`config.mk`:
```
export PLATFORM = sky130hd
export DESIGN_NAME = dpram_bist
export DESIGN_NICKNAME = d
export VERILOG_FILES = /design/src/rtl/dpram_bist.sv
export SDC_FILE = /design/constraint.sdc
export NUM_CORES = 1
export LEC_CHECK = 0
export CORE_ASPECT_RATIO = 0.5
export CORE_MARGIN = 1.5
export CORE_UTILIZATION = 54
export CTS_CLUSTER_DIAMETER = 40
export DETAILED_ROUTE_END_ITERATION = 8
export GPL_ROUTABILITY_DRIVEN = 0
export PLACE_DENSITY = 0.91
export SLEW_MARGIN = 0
export SYNTH_ARGS = -nofsm -noshare
export SYNTH_HDL_FRONTEND = slang
export SYNTH_SLANG_ARGS = --single-unit
```
`constraint.sdc`:
```
create_clock -name clk -period 3.8 [get_ports clk]
set_input_delay 1.14 -clock clk [delete_from_list [all_inputs] [get_ports clk]]
set_output_delay 1.14 -clock clk [all_outputs]
set_load 0.01 [all_outputs]
```
`src/rtl/dpram_bist.sv`:
```
// dpram_bist: cross-port march self-test controller for a dual-port RAM
module dpram_bist #(
  parameter int ADDR_W = 6,
  parameter int DATA_W = 8,
  parameter logic [DATA_W-1:0] SEED = 8'hA5
) (
  input  logic              clk,
  input  logic              rst_n,
  input  logic              start,
  output logic              busy,
  output logic              done,
  output logic              pass,
  output logic [ADDR_W+1:0] err_count,
  output logic [ADDR_W-1:0] fail_addr,
  output logic              fail_port,
  output logic              ram_en,
  output logic              ram_wr0,
  output logic              ram_wr1,
  output logic [ADDR_W-1:0] ram_add0,
  output logic [ADDR_W-1:0] ram_add1,
  output logic [DATA_W-1:0] ram_data0_in,
  output logic [DATA_W-1:0] ram_data1_in,
  input  logic [DATA_W-1:0] ram_data0_out,
  input  logic [DATA_W-1:0] ram_data1_out
);
  typedef enum logic [2:0] {IDLE, WR_T, RD_T, WR_I, RD_I, CHECK, DONE} state_t;

  state_t              st, nxt_st;
  logic [ADDR_W-2:0]   k, nxt_k;
  logic                last, go, phase, nxt_wr, nxt_rd, nxt_inv;
  logic [ADDR_W-1:0]   ev, od;
  logic                cmp_v, m0, m1;
  logic [DATA_W-1:0]   exp0, exp1;
  logic [ADDR_W-1:0]   cmp_a0, cmp_a1;

  function automatic logic [DATA_W-1:0] pat(input logic [ADDR_W-1:0] a, input logic inv);
    logic [DATA_W-1:0] p;
    p = SEED ^ DATA_W'(a);
    return inv ? ~p : p;
  endfunction

  assign busy = phase || st == CHECK;
  assign done = st == DONE;
  assign pass = done && err_count == '0;

  // Next state, word-pair index and the drive the RAM will see next cycle
  always_comb begin
    nxt_st = st;
    last   = &k;
    go     = (st == IDLE || st == DONE) && start;
    phase  = st == WR_T || st == RD_T || st == WR_I || st == RD_I;
    unique case (st)
      IDLE, DONE: nxt_st = start ? WR_T : st;
      WR_T:       nxt_st = last ? RD_T : st;
      RD_T:       nxt_st = last ? WR_I : st;
      WR_I:       nxt_st = last ? RD_I : st;
      RD_I:       nxt_st = last ? CHECK : st;
      CHECK:      nxt_st = DONE;
      default:    nxt_st = IDLE;
    endcase
    nxt_k   = (phase && !last) ? k + (ADDR_W-1)'(1) : '0;
    nxt_wr  = nxt_st == WR_T || nxt_st == WR_I;
    nxt_rd  = nxt_st == RD_T || nxt_st == RD_I;
    nxt_inv = nxt_st == WR_I || nxt_st == RD_I;
    ev      = {nxt_k, 1'b0};
    od      = {nxt_k, 1'b1};
    m0      = cmp_v && ram_data0_out != exp0;
    m1      = cmp_v && ram_data1_out != exp1;
  end

  // State and index registers
  always_ff @(posedge clk or negedge rst_n) begin
    if (!rst_n) begin
      st <= IDLE;
      k  <= '0;
    end else begin
      st <= nxt_st;
      k  <= nxt_k;
    end
  end

  // Registered RAM drive; even/odd words swap ports between write and read phases
  always_ff @(posedge clk or negedge rst_n) begin
    if (!rst_n) begin
      ram_en       <= 1'b0;
      ram_wr0      <= 1'b1;
      ram_wr1      <= 1'b1;
      ram_add0     <= '0;
      ram_add1     <= '0;
      ram_data0_in <= '0;
      ram_data1_in <= '0;
    end else begin
      ram_en       <= nxt_wr || nxt_rd || nxt_st == CHECK;
      ram_wr0      <= !nxt_wr;
      ram_wr1      <= !nxt_wr;
      ram_add0     <= nxt_wr ? ev : nxt_rd ? od : '0;
      ram_add1     <= nxt_wr ? od : nxt_rd ? ev : '0;
      ram_data0_in <= nxt_wr ? pat(ev, nxt_inv) : '0;
      ram_data1_in <= nxt_wr ? pat(od, nxt_inv) : '0;
    end
  end

  // One-stage delay of expected data and address to line up with RAM read latency
  always_ff @(posedge clk or negedge rst_n) begin
    if (!rst_n) begin
      cmp_v  <= 1'b0;
      exp0   <= '0;
      exp1   <= '0;
      cmp_a0 <= '0;
      cmp_a1 <= '0;
    end else begin
      cmp_v  <= st == RD_T || st == RD_I;
      exp0   <= pat(ram_add0, st == RD_I);
      exp1   <= pat(ram_add1, st == RD_I);
      cmp_a0 <= ram_add0;
      cmp_a1 <= ram_add1;
    end
  end

  // Error accumulation; the first mismatch is latched while the count is still zero
  always_ff @(posedge clk or negedge rst_n) begin
    if (!rst_n) begin
      err_count <= '0;
      fail_addr <= '0;
      fail_port <= 1'b0;
    end else if (go) begin
      err_count <= '0;
      fail_addr <= '0;
      fail_port <= 1'b0;
    end else if (m0 || m1) begin
      err_count <= err_count + (ADDR_W+2)'(m0) + (ADDR_W+2)'(m1);
      if (err_count == '0) begin
        fail_addr <= m0 ? cmp_a0 : cmp_a1;
        fail_port <= !m0;
      end
    end
  end
endmodule

```
==> results by group <==
Outcome
  – Status: finished, final reports clean

Synth
  – Count of distinct cell types in the synthesized netlist: 53
  – Most instantiated flip-flop cell in the synthesis netlist: dfrtp_1
  – Post-Synth Adder-Cell Area: 0.02008
  – Proportion of register bits with asynchronous set or reset after synthesis: 1.000
  – Simple logic cell fraction of the synthesized area: 0.1598
  – Yosys warning total: 0
  – Synth Area in XOR/XNOR: 0.08555
  – Dominant combinational cell family by area after synthesis: simple AND/OR/NAND/NOR gates
  – Number of enable flip-flop cells after synthesis: 0
  – Number of synthesized register bits: 56
  – Share of Yosys cell area claimed by the top area cell type: 0.4801
  – Synthesized area per cell: 11.02 um^2
  – Top cell type by total area after synthesis: dfrtp_1
  – Largest cells by area after synthesis: dfrtp_1 48%, xor2_1 6.4%, buf_4 4.2%
  – Post-Synthesis Net Count: around 280
  – Area fraction in compound gates after synthesis: 0.1122
  – Summed instance area of the synthesized netlist: approximately 2900 um^2
  – Mux cell area share after synthesis: 0.04627
  – Post-Syn Instances: 260
  – Share of the yosys chip area belonging to registers: 0.4893

GRT
  – GR Overflow Total: 0
  – Met2 track demand over resource: 0.3777
  – Peak-usage layer in the global routing report: met2
  – Number of antenna violations at the first check in global routing: 0
  – Number of global-route vias before repair: ~1900
  – GR Util met3: 0.04286
  – Met1 usage: 0.2591
  – Global-route wire length before repair: about 9.2 mm
  – Pin count of the biggest net entering global routing: 33
  – Overall track demand over capacity in global routing: 0.2070

Timing
  – Largest clock skew in the final design: around 8 ps
  – Final Max Slew Viols: 0
  – Final period util: 0.8992
  – Crit path time final: between 3000 and 4000 ps
  – Final number of setup-violating endpoints: 0
  – RSZ-0062 raised after global routing: no
  – Slew @ Worst Pin: between 600 and 700 ps
  – Final Hold Viols: 0
  – Max_slew headroom: 0.5368
  – Max Clock Freq: around 300 MHz
  – Final setup TNS: 0 ps
  – Final setup margin: about 380 ps

Detailed routing
  – DR pass1 iterations: 4
  – Number of design-rule violations left by the first detailed-router iteration: 49
  – Final wirelength: 5.641 mm
  – Ratio of routed vias to standard cells: between 5 and 6
  – Average wire per cell in the routed design: ~15 um
  – Vias after detailed routing: around 2000
  – Final antenna-violating net count: 0
  – Number of DRC violations after detailed routing: 0

Floorplan
  – Total core area: 5022 um^2
  – Starting utilization of the core area: 0.5708
  – # IOs: ~70
  – Height of the chip: 54.52 um
  – Area of the die: approximately 5800 um^2
  – Horiz. Die Dim: approximately 110 um
  – Number of rows created at floorplan: 18

Run
  – # Max-Cap Violations: 0

Setup path
  – Depth of the most critical reg-to-reg path: 8
  – Required time at the endpoint of the critical path: 2660 ps
  – Worst-path maximum fanout: 5
  – Critical path start-end classification: flip-flop to primary output
  – Data arrival at the endpoint of the critical path: around 2300 ps
  – Type of element launching the critical path: flip-flop
  – Worst setup EP type: primary output

Cells and area
  – Most frequent standard cell in the layout excluding fill and tap cells: clkdlybuf4s50_1
  – Post-layout instance area: 3523 um^2
  – Final Net Count: roughly 330
  – Storage element area: about 1400 um^2
  – Non-Filler Instances: 379
  – Highest-count cells in the layout ignoring fill and taps: 66 x clkdlybuf4s50_1, 55 x dfrtp_1, 21 x xor2_1
  – Antenna cell count: 0
  – Multi-input gate area: around 1200 um^2
  – Area growth from synthesis to final layout: 22.92%
  – FILL cells: roughly 350
  – Share of layout cells above drive strength 1: 0.08414

Pwr
  – Post-layout total power: about 2700 uW
  – Peak ir drop on the vdd network: 392.5 uV
  – Pwr dens: between 700 and 800 nW/um^2
  – Leakage power of the design: 0.001549 uW

Clock network
  – Clock latency on the worst-skew pair: 300 ps
  – Number of buffers inserted during clock tree synthesis: 5
  – Total of cells resized after clock tree synthesis: 0
  – CTS Sinks: between 50 and 60
  – Post CTS Setup Buffer Count: 0
  – H-tree Lvls: 2
  – Clock edge transition at the registers on the reported setup and hold paths: 90 ps
  – Buffer levels on the longest clock path: 2
  – Clock root buffer: clkbuf_8
  – CTS tree: built
  – Post-cts hold buffer count: 0

Min path
  – Min-Delay Path Depth: 0
  – Worst hold path class: flip-flop to flip-flop

Place
  – Post-DP HPWL: roughly 4.3 mm
  – Number of buffers added on ports: 67
  – Post-place instance area: ~3400 um^2
  – Number of instances in the placed design: ~370
  – Worst slack at placement: 234.0 ps
-- synthesized netlist by cell type (4+ instances only) --
cell	instances
dfrtp_1	55
xor2_1	21
nand2_1	17
buf_4	16
inv_1	16
mux2i_1	11
nor2_1	11
a21oi_1	10
and2_1	9
nor2b_1	9
xnor2_1	7
nand3_1	5
and3_1	4
buf_2	4
nor4_4	4
o21ai_0	4
o21bai_1	4
-- critical path, stage by stage, from the launching register on --
cell,delay [ps]
dfrtp_1,430
or4_1,550
nor2_2,300
and2_1,170
clkdlybuf4s50_1,530
-- layout make-up --
class | instances | share of cell area
timing repair buffer | 68 | 0.1911
tap | 70 | 0.02486
clock inverter | 2 | 0.003551
sequential | 56 | 0.3981
clock buffer | 6 | 0.02060
inverter | 16 | 0.01705
multi-input combinational | 161 | 0.3448
-- sequential cells by signal (all words and copies together), names as in the netlist --
register / flops
cmp_a0: 2
cmp_a1: 5
cmp_v: 1
err_count: 8
exp0: 2
exp1: 7
fail_addr: 6
fail_port: 1
k: 5
ram_add0: 2
ram_add1: 5
ram_data0_in: 1
ram_data1_in: 6
ram_en: 1
ram_wr1: 1
st: 3
-- power breakdown --
part           internal [uW]  switching (uW)  leakage, uW  total [uW]
registers                837             229     0.000680        1070
logic                    723             594     0.000827        1320
clock network            129             183    0.0000412         312
-- cells by family (layout without fill, tap and decap cells) --
logic type	count (synthesis)	after routing
AO/OA/AOI/OAI	42	42
XOR/XNOR	28	28
adder cells (fa/ha/maj)	4	4
buffers and inverters	43	92
flip-flops	56	56
multiplexers	13	13
AND/OR/NAND/NOR	74	74
-- metrics by stage --
stage | utilization | hold WS [ps]
global route | 0.7015 | 457.6
detailed placement | 0.6846 | 411.6
CTS | 0.7015 | 437.1
floorplan | - | 451.3
global placement | 0.6846 | 411.9
finish | 0.7015 | 434.7
-- worst paths after layout --
kind | start | end | slack [ps]
worst min-delay path | ram_add0[0]$_DFF_PN0_ | cmp_a0[0]$_DFF_PN0_ | 430
worst max register to register | k[0]$_DFF_PN0_ | ram_data1_in[4]$_DFF_PN0_ | 1350
min in group asynchronous | rst_n | k[1]$_DFF_PN0_ | 810
max in group asynchronous | rst_n | fail_port$_DFFE_PN0P_ | 2200
worst min register to register | ram_add0[0]$_DFF_PN0_ | cmp_a0[0]$_DFF_PN0_ | 430
worst max-delay path | err_count[0]$_DFFE_PN0P_ | pass | 380
-- per-layer routing --
layer,wire [um],share of wire,up-vias
li1,-,-,952
met2,2872,0.51,54
met1,2474,0.44,961
met5,0,0,-
met4,59,0.010,0
met3,235,0.042,6
Power figures use the tool's default switching activity.
